**src/rtl/riscv_pkg.sv**
```systemverilog
// Shared decode definitions: control bundle layout, ALU and result-select
// encodings, and the hard-wired zero register index.
package riscv_pkg;

   localparam logic [4:0] REG_ZERO = 5'd0;

   localparam logic [3:0] ALU_ADD  = 4'd0;
   localparam logic [3:0] ALU_SUB  = 4'd1;
   localparam logic [3:0] ALU_AND  = 4'd2;
   localparam logic [3:0] ALU_OR   = 4'd3;
   localparam logic [3:0] ALU_XOR  = 4'd4;
   localparam logic [3:0] ALU_SLT  = 4'd5;
   localparam logic [3:0] ALU_SLTU = 4'd6;
   localparam logic [3:0] ALU_SLL  = 4'd7;
   localparam logic [3:0] ALU_SRL  = 4'd8;
   localparam logic [3:0] ALU_SRA  = 4'd9;

   localparam logic [1:0] RESULT_ALU = 2'd0;
   localparam logic [1:0] RESULT_MEM = 2'd1;
   localparam logic [1:0] RESULT_PC4 = 2'd2;
   localparam logic [1:0] RESULT_IMM = 2'd3;

   typedef struct packed {
      logic       reg_write;
      logic       mem_read;
      logic       mem_write;
      logic       alu_src;
      logic [1:0] result_src;
      logic       branch;
      logic       jump;
      logic [3:0] alu_ctrl;
   } ctrl_t;

   localparam ctrl_t CTRL_NOP = '0;

endpackage

```
**src/rtl/load_use_detect.sv**
```systemverilog
// Combinational load-use check: a load sitting in the execute slot whose
// destination is read by the instruction decode is offering right now.
module load_use_detect
   import riscv_pkg::*;
#(
   parameter int REG_AW = 5
) (
   input  logic              i_ex_valid,
   input  logic              i_ex_mem_read,
   input  logic [REG_AW-1:0] i_ex_rd,
   input  logic              i_id_valid,
   input  logic [REG_AW-1:0] i_id_rs1,
   input  logic [REG_AW-1:0] i_id_rs2,
   input  logic              i_id_use_rs1,
   input  logic              i_id_use_rs2,
   output logic              o_hazard
);

   logic w_rd_live;
   logic w_rs1_hit;
   logic w_rs2_hit;

   // x0 is never really written, so a load into it cannot create a dependency
   assign w_rd_live = i_ex_valid & i_ex_mem_read & (i_ex_rd != REG_AW'(REG_ZERO));
   assign w_rs1_hit = i_id_use_rs1 & (i_id_rs1 == i_ex_rd);
   assign w_rs2_hit = i_id_use_rs2 & (i_id_rs2 == i_ex_rd);
   assign o_hazard  = w_rd_live & i_id_valid & (w_rs1_hit | w_rs2_hit);

endmodule

```
**src/rtl/id_ex_pipe.sv**
```systemverilog
// ID/EX pipeline register with load-use bubble insertion and flush.
// Define ID_EX_STAT_EN to build the stall/flush event counters.
module id_ex_pipe
   import riscv_pkg::*;
#(
   parameter int XLEN   = 32,
   parameter int REG_AW = 5
) (
   input  logic              clk,
   input  logic              rst_n,
   input  logic              in_valid,
   output logic              in_ready,
   input  logic [XLEN-1:0]   in_pc,
   input  logic [XLEN-1:0]   in_rd1,
   input  logic [XLEN-1:0]   in_rd2,
   input  logic [XLEN-1:0]   in_imm,
   input  logic [REG_AW-1:0] in_rs1,
   input  logic [REG_AW-1:0] in_rs2,
   input  logic [REG_AW-1:0] in_rd,
   input  logic              in_use_rs1,
   input  logic              in_use_rs2,
   input  ctrl_t             in_ctrl,
   input  logic              flush,
   output logic              out_valid,
   input  logic              out_ready,
   output logic [XLEN-1:0]   out_pc,
   output logic [XLEN-1:0]   out_rd1,
   output logic [XLEN-1:0]   out_rd2,
   output logic [XLEN-1:0]   out_imm,
   output logic [REG_AW-1:0] out_rs1,
   output logic [REG_AW-1:0] out_rs2,
   output logic [REG_AW-1:0] out_rd,
   output ctrl_t             out_ctrl,
   output logic [31:0]       stall_cnt,
   output logic [31:0]       flush_cnt
);

   logic              r_valid;
   logic [XLEN-1:0]   r_pc, r_rd1, r_rd2, r_imm;
   logic [REG_AW-1:0] r_rs1, r_rs2, r_rd;
   ctrl_t             r_ctrl;

   logic w_hazard;
   logic w_accept;
   logic w_drain;

   load_use_detect #(.REG_AW(REG_AW)) u_load_use_detect (
      .i_ex_valid    (r_valid),
      .i_ex_mem_read (r_ctrl.mem_read),
      .i_ex_rd       (r_rd),
      .i_id_valid    (in_valid),
      .i_id_rs1      (in_rs1),
      .i_id_rs2      (in_rs2),
      .i_id_use_rs1  (in_use_rs1),
      .i_id_use_rs2  (in_use_rs2),
      .o_hazard      (w_hazard)
   );

   // During a flush decode's offer is swallowed, hence ready regardless of slot state
   assign in_ready = flush | ((~r_valid | out_ready) & ~w_hazard);
   assign w_accept = in_valid & in_ready;
   assign w_drain  = r_valid & out_ready;

   always_ff @(posedge clk or negedge rst_n) begin
      if (!rst_n) begin
         r_valid <= 1'b0;
         r_pc    <= '0;
         r_rd1   <= '0;
         r_rd2   <= '0;
         r_imm   <= '0;
         r_rs1   <= '0;
         r_rs2   <= '0;
         r_rd    <= '0;
         r_ctrl  <= CTRL_NOP;
      end else if (flush) begin
         r_valid <= 1'b0;
      end else if (w_hazard & out_ready) begin
         r_valid <= 1'b0;
         r_ctrl  <= CTRL_NOP;
      end else if (w_accept) begin
         r_valid <= 1'b1;
         r_pc    <= in_pc;
         r_rd1   <= in_rd1;
         r_rd2   <= in_rd2;
         r_imm   <= in_imm;
         r_rs1   <= in_rs1;
         r_rs2   <= in_rs2;
         r_rd    <= in_rd;
         r_ctrl  <= in_ctrl;
      end else if (w_drain) begin
         r_valid <= 1'b0;
      end
   end

   assign out_valid = r_valid;
   assign out_pc    = r_pc;
   assign out_rd1   = r_rd1;
   assign out_rd2   = r_rd2;
   assign out_imm   = r_imm;
   assign out_rs1   = r_rs1;
   assign out_rs2   = r_rs2;
   assign out_rd    = r_rd;
   assign out_ctrl  = r_ctrl;

`ifdef ID_EX_STAT_EN
   logic [31:0] r_stall_cnt;
   logic [31:0] r_flush_cnt;

   always_ff @(posedge clk or negedge rst_n) begin
      if (!rst_n) begin
         r_stall_cnt <= '0;
         r_flush_cnt <= '0;
      end else begin
         if (w_hazard & out_ready & ~flush) r_stall_cnt <= r_stall_cnt + 32'd1;
         if (flush)                         r_flush_cnt <= r_flush_cnt + 32'd1;
      end
   end

   assign stall_cnt = r_stall_cnt;
   assign flush_cnt = r_flush_cnt;
`else
   assign stall_cnt = '0;
   assign flush_cnt = '0;
`endif

endmodule
```
**config.mk**
```make
export PLATFORM = sky130hd
export DESIGN_NAME = id_ex_pipe
export DESIGN_NICKNAME = d
export VERILOG_FILES = /design/src/rtl/riscv_pkg.sv /design/src/rtl/load_use_detect.sv /design/src/rtl/id_ex_pipe.sv
export SDC_FILE = /design/constraint.sdc
export NUM_CORES = 1
export LEC_CHECK = 0
export ABC_AREA = 1
export BUFFER_PORTS_ARGS = -buffer_cell sky130_fd_sc_hd__buf_2
export CAP_MARGIN = 20
export CORE_AREA = 2 2 149 151
export DETAILED_ROUTE_END_ITERATION = 8
export DIE_AREA = 0 0 151 153
export RECOVER_POWER = 100
export SKIP_CTS_REPAIR_TIMING = 1
export SLEW_MARGIN = 20
export SYNTH_ARGS = -nofsm -noshare
export SYNTH_HDL_FRONTEND = slang
export SYNTH_SLANG_ARGS = --single-unit
export TNS_END_PERCENT = 30
```
**constraint.sdc**
```tcl
create_clock -name clk -period 2.22 [get_ports clk]
set_input_delay 0.222 -clock clk [delete_from_list [all_inputs] [get_ports clk]]
set_output_delay 0.222 -clock clk [all_outputs]
set_load 0.03 [all_outputs]
```
==> flow_summary.json, run 1 <==
{
  "grt_pass1_vias": 5410,
  "hp-class": "in2reg",
  "grt_max_degree": 77,
  "timing.fmax_mhz": 505.6,
  "vias_per_cell": 4.056,
  "avgSynthCellArea_sq_um": 8.575,
  "clock_skew_ps": 17.02,
  "leakagePower_nw": 4.861,
  "core_area_sq_um": 21490,
  "synthesis.area_sq_um": 6671,
  "drt_iter0_drc": 212,
  "power.switching_mw": 3.135,
  "syn_to_final_growth_pct": 32.93,
  "antenna_found_initial": 1,
  "cp-start-kind": "register",
  "cts_root_buffer": "clkbuf_16",
  "n_antenna_cell": 0,
  "r2r-end": "out_imm[21]",
  "port_buffers": 318,
  "clock_path_buffers": 2,
  "synth_cell_types": 20,
  "swShare_pct": 36.21,
  "hold_violations": 1,
  "outcome": "finished with violations",
  "die_x_um": 151,
  "rrSetupSlack_ps": 240,
  "clk-insertion-delay-late_ps": 410,
  "rr_worst_depth": 10,
  "drt-total-wl_um": 18140,
  "irDropWorstVdd_mv": 0.4779,
  "required_ps": 2560,
  "grt_pass1_wl_um": 27570,
  "violations": "negative hold slack",
  "die_y_um": 153,
  "setup_viol": 0,
  "stdcell_area_sq_um": 8869,
  "initial_core_util_pct": 31.05,
  "fin_nets": 1275,
  "worst_pin_slew_ps": 1300,
  "p_clk_share_pct": 34.0,
  "vias": 5703,
  "gr-usage-all-layers_pct": 15.16,
  "slew_headroom_pct": 13.36,
  "min_delay_path_depth": 3,
  "cts.htree.levels": 4,
  "p_comb_share_pct": 25.5,
  "hold_start": "in_pc[8]",
  "yosys_warnings": 0,
  "intPower_mw": 5.522,
  "hold_end": "out_pc[8]",
  "power.density_nw_per_um2": 976.2,
  "remaining_drc_errors": 0,
  "hpwl_um": 12900,
  "cp.arrival_ps": 2320,
  "worst-path-max-fanout": 75,
  "worstReg2RegStart": "out_rd[0]",
  "drv_slew": 0,
  "seq_area_frac_synth_pct": 58.51,
  "rsz0062_at_grt": "no",
  "drive_above_1_share_pct": 18.38,
  "worstSetupPathType": "reg2reg",
  "synth-seq-cells": 156,
  "cts_tree": "built",
  "finalHoldWorstSlack_ps": -1.817,
  "crit_start": "out_rd[0]",
  "overflow": 0,
  "io_pins": 383,
  "cts_sinks": 156,
  "drtPass1Iterations": 4,
  "place_congestion": 0.7931,
  "path_clk_slew_ps": 70,
  "wl_per_cell_um": 12.90,
  "drv_cap": 0,
  "fp-row-count": 54,
  "setup_tns_ps": 0,
  "dieArea_sq_um": 23100,
  "cp-end-kind": "register",
  "p_total_mw": 8.657,
  "min_period_over_period_pct": 89.08,
  "p_seq_share_pct": 40.5,
  "syn_inst": 778,
  "ant_nets": 0,
  "finalWorstPathRequiredPeriod_ps": 1978,
  "numCtsBuffers": 17,
  "placed_area_sq_um": 8244
}
power by group through the flow:
stage	clock network [mW]	logic, mW	registers, mW
6_report	2.95	2.21	3.50
5_1_grt	3.18	2.40	3.56
4_1_cts	3.06	2.33	3.49
3_5_place_dp	0	2.34	3.53
3_3_place_gp	0	2.31	3.53
2_1_floorplan	0	0.750	4.39
worst max path at each step:
stage | end | slack (ps) | cells past startpoint
finish | out_imm[21] | 240 | 10
global route | out_rd1[13] | 60 | 12
CTS | in_ready | 220 | 9
detailed placement | out_rd[0] | 410 | 10
global placement | out_rd[0] | 460 | 12
floorplan | out_pc[0] | 510 | 11
routing by layer:
metal	vias to the layer above	routed length, um	GRT usage (%)
li1	2876	-	-
met1	2549	7268	17.89
met2	254	8967	25.63
met3	22	1589	5.284
met4	2	296	5.118
met5	-	13	0
layout by cell type, fill, tap and decap left out:
master         count
nand3_1            5
inv_1             11
nand3_2            1
inv_2              6
buf_2            160
and2_1             1
nand2_1          472
clkbuf_2           2
nor2_4             1
o21ai_0           14
clkbuf_16         17
clkinvlp_4         5
buf_12             3
nand4_1            1
nor2_1             9
bufinv_16          2
dlygate4sd3_1     27
clkbuf_1         158
o21bai_1           1
inv_6              4
o2111ai_2          1
clkbuf_8           2
buf_6              3
conb_1            64
dfrtp_1          156
synthesized netlist by cell type, drive strengths merged:
cell type	number	area share [%]
nand2	472	27
dfrtp	156	59
buf	96	11
inv	17	0.96
o21ai	14	1.1
nor2	10	0.68
nand3	6	0.53
clkbuf	2	0.11
and2	1	0.094
conb	1	0.056
nand4	1	0.094
o2111ai	1	0.22
o21bai	1	0.11
logic make-up (layout without fill, tap and decap cells):
kind of cell	Yosys count	after routing	share of synthesized area [%]
buf+inv	115	400	12.10
compound gates	16	16	1.388
simple gates	490	490	27.94
flops	156	156	58.51
other cells	1	64	0.05621
sequential cells by signal, summed over array words and instances, names as in the netlist:
register   cells
out_imm       32
out_pc        32
out_rd1       32
out_rd2       32
out_ctrl      12
out_rd         5
out_rs1        5
out_rs2        5
out_valid      1
through the flow:
stage	cells	utilization, %	setup WS, ps
after floorplan	841	-	513.6
after global placement	1347	38.37	459.3
after detailed placement	1347	38.37	406.5
after CTS	1379	41.13	223.2
after global routing	1406	41.28	61.14
final	1406	41.28	242.3
layout make-up:
| cell class | count | area [sq um] |
|---|---|---|
| clock buffer | 21 | 460.4 |
| tap | 280 | 350.3 |
| sequential | 156 | 3904 |
| multi-input combinational | 570 | 2197 |
| inverter | 17 | 63.81 |
| clock inverter | 11 | 132.6 |
| fill | 2257 | 12620 |
| timing repair buffer | 351 | 1760 |
worst max-delay path, stage by stage (launching register included):
cell and delay [ps]:
dfrtp_1 420, inv_2 80, nand4_1 110, o21bai_1 170
inv_2 60, nand3_1 100, nand2_1 90, nor2_4 160
buf_6 440, nand2_1 120, nand2_1 90
Power figures use the tool's default switching activity.
==> run 2, diff against run 1 <==
--- a/config.mk
+++ b/config.mk
@@ -9,6 +9,7 @@
 export BUFFER_PORTS_ARGS = -buffer_cell sky130_fd_sc_hd__buf_2
 export CAP_MARGIN = 20
 export CORE_AREA = 2 2 149 151
+export CTS_BUF_LIST = sky130_fd_sc_hd__clkbuf_4
 export DETAILED_ROUTE_END_ITERATION = 8
 export DIE_AREA = 0 0 151 153
 export RECOVER_POWER = 100
==> run 2 against run 1 <==
  * The flow now finishes without violations
  * Cell count up 9.3%
  * Wire length grew 10%
  * Clock power shrank 40%
  * Fmax is 3.2% lower
  * First-iteration DRC count up 26%
  * Sequential share of layout area decreased by 4.5 points
  * Via count rose by 11%
  * Critical path depth decreased by 1
  * Total power down 11%
  * Sequential cell count stayed put
  * Combinational power is 9% higher
  * Clock skew grew 15 ps
==> flow_summary.json, run 2 (synthesized netlist as in run 1, its figures left out) <==
{
  "hp-class": "in2reg",
  "port_buffers": 318,
  "irDropWorstVdd_mv": 0.3500,
  "required_ps": 2000,
  "grt_pass1_wl_um": 27410,
  "numCtsBuffers": 17,
  "cts_sinks": 156,
  "cts_root_buffer": "clkbuf_4",
  "cp-end-kind": "primary output",
  "finalHoldWorstSlack_ps": 81.34,
  "nFillCells": 2126,
  "hold_violations": 0,
  "hpwl_um": 12900,
  "setup_tns_ps": 0,
  "overflow": 0,
  "die_y_um": 153,
  "initial_core_util_pct": 31.05,
  "antenna_found_initial": 1,
  "cts_tree": "built",
  "vias": 6330,
  "pre_cts_slack_ps": 406.5,
  "rrSetupSlack_ps": 210,
  "cp.arrival_ps": 1820,
  "die_x_um": 151,
  "drt_iter0_drc": 267,
  "clk-insertion-delay-late_ps": 530,
  "drv_slew": 0,
  "drive_above_1_share_pct": 16.88,
  "worst_pin_slew_ps": 1347,
  "fp-row-count": 54,
  "wl_per_cell_um": 13.00,
  "dieArea_sq_um": 23100,
  "min_period_over_period_pct": 92.00,
  "final_cells": 1537,
  "drtPass1Iterations": 4,
  "fin_nets": 1405,
  "timing.fmax_mhz": 489.6,
  "grt_max_degree": 77,
  "slew_headroom_pct": 10.22,
  "io_pins": 383,
  "grt_pass1_vias": 5354,
  "vias_per_cell": 4.118,
  "drt-total-wl_um": 19980,
  "worst-path-max-fanout": 4,
  "finalWorstPathRequiredPeriod_ps": 2042,
  "worst_slack_ps": 177.5,
  "layout_commonest_cell": "nand2_1",
  "dp.cells": 1347,
  "path_clk_slew_ps": 150,
  "ant_nets": 0,
  "clock_skew_ps": 31.69,
  "setup_viol": 0,
  "place_congestion": 0.7931,
  "syn_to_final_growth_pct": 47.99,
  "final_cell_mix": "471 x nand2_1, 161 x buf_2, 156 x dlygate4sd3_1, 156 x dfrtp_1, 155 x clkbuf_1",
  "core_area_sq_um": 21490,
  "power.density_nw_per_um2": 778.8,
  "cts.htree.levels": 4,
  "cp-start-kind": "register",
  "drv_cap": 0,
  "remaining_drc_errors": 0,
  "outcome": "complete, no violations",
  "gr-usage-all-layers_pct": 15.11,
  "clock_path_buffers": 2,
  "leakagePower_nw": 5.275,
  "worstSetupPathType": "reg2out",
  "rsz0062_at_grt": "no"
}
==> run 2: cell types whose count changed in the layout (fill, tap and decap cells not counted), moves of 3 or more <==
cell / change
clkbuf_16: -17
dlygate4sd3_1: +129
clkbuf_1: -3
clkbuf_4: +19
==> run 2: per-layer routing <==
metal | global-route usage (%) | vias up | share of wire [%] | wire length [um]
met3 | 5.104 | 24 | 7.5 | 1503
met2 | 25.32 | 282 | 51 | 10190
li1 | - | 3138 | - | -
met5 | 0 | - | 0 | 0
met1 | 18.24 | 2886 | 39 | 7889
met4 | 4.851 | 0 | 2.0 | 397
==> run 2: worst paths after layout <==
check | from | to | cells after the start
max | out_rd[2] | in_ready | 9
min | out_ready | out_valid | 4
max reg2reg | out_rd[2] | out_imm[30] | 11
min reg2reg | out_ctrl[4] | out_ctrl[4] | 2
max in group asynchronous | rst_n | out_rd2[16] | 3
min in group asynchronous | rst_n | out_rs1[2] | 2
==> run 2: layout make-up <==
| type | instances | area [sq um] | area share, % |
|---|---|---|---|
| flip-flops and latches | 156 | 3904 | 39.54 |
| repair buffers | 481 | 3063 | 31.02 |
| multi-input cells | 570 | 2207 | 22.35 |
| well taps | 280 | 350.3 | 3.548 |
| clock buffers | 19 | 142.6 | 1.445 |
| clock inverters | 13 | 140.1 | 1.419 |
| inverters | 17 | 63.81 | 0.6463 |
| diodes | 1 | 2.502 | 0.02535 |
==> run 2: where the power goes <==
group          internal (mW)  switching [mW]  leakage [nW]
combinational          0.676            1.74          3.22
sequential              3.26           0.243          1.92
clock                  0.700            1.07         0.138
==> run 2: per-stage QoR <==
step                power, mW  utilization (%)  cell area, sq um
floorplan               5.144                -              6908
global placement        5.840            38.37              8244
detailed placement      5.864            38.37              8244
CTS                     7.687            39.69              8527
global route            8.145            45.95              9873
finish                  7.690            45.95              9873
==> run 2: worst max-delay path, cell delays in order, from the launching register on <==
cell     delay [ps]
dfrtp_1         430
inv_2            70
nand2_1          60
nand2_1          40
nor2_1          100
nand3_1         100
nand2_2         100
nand3_2          80
and2_4          150
buf_4           160
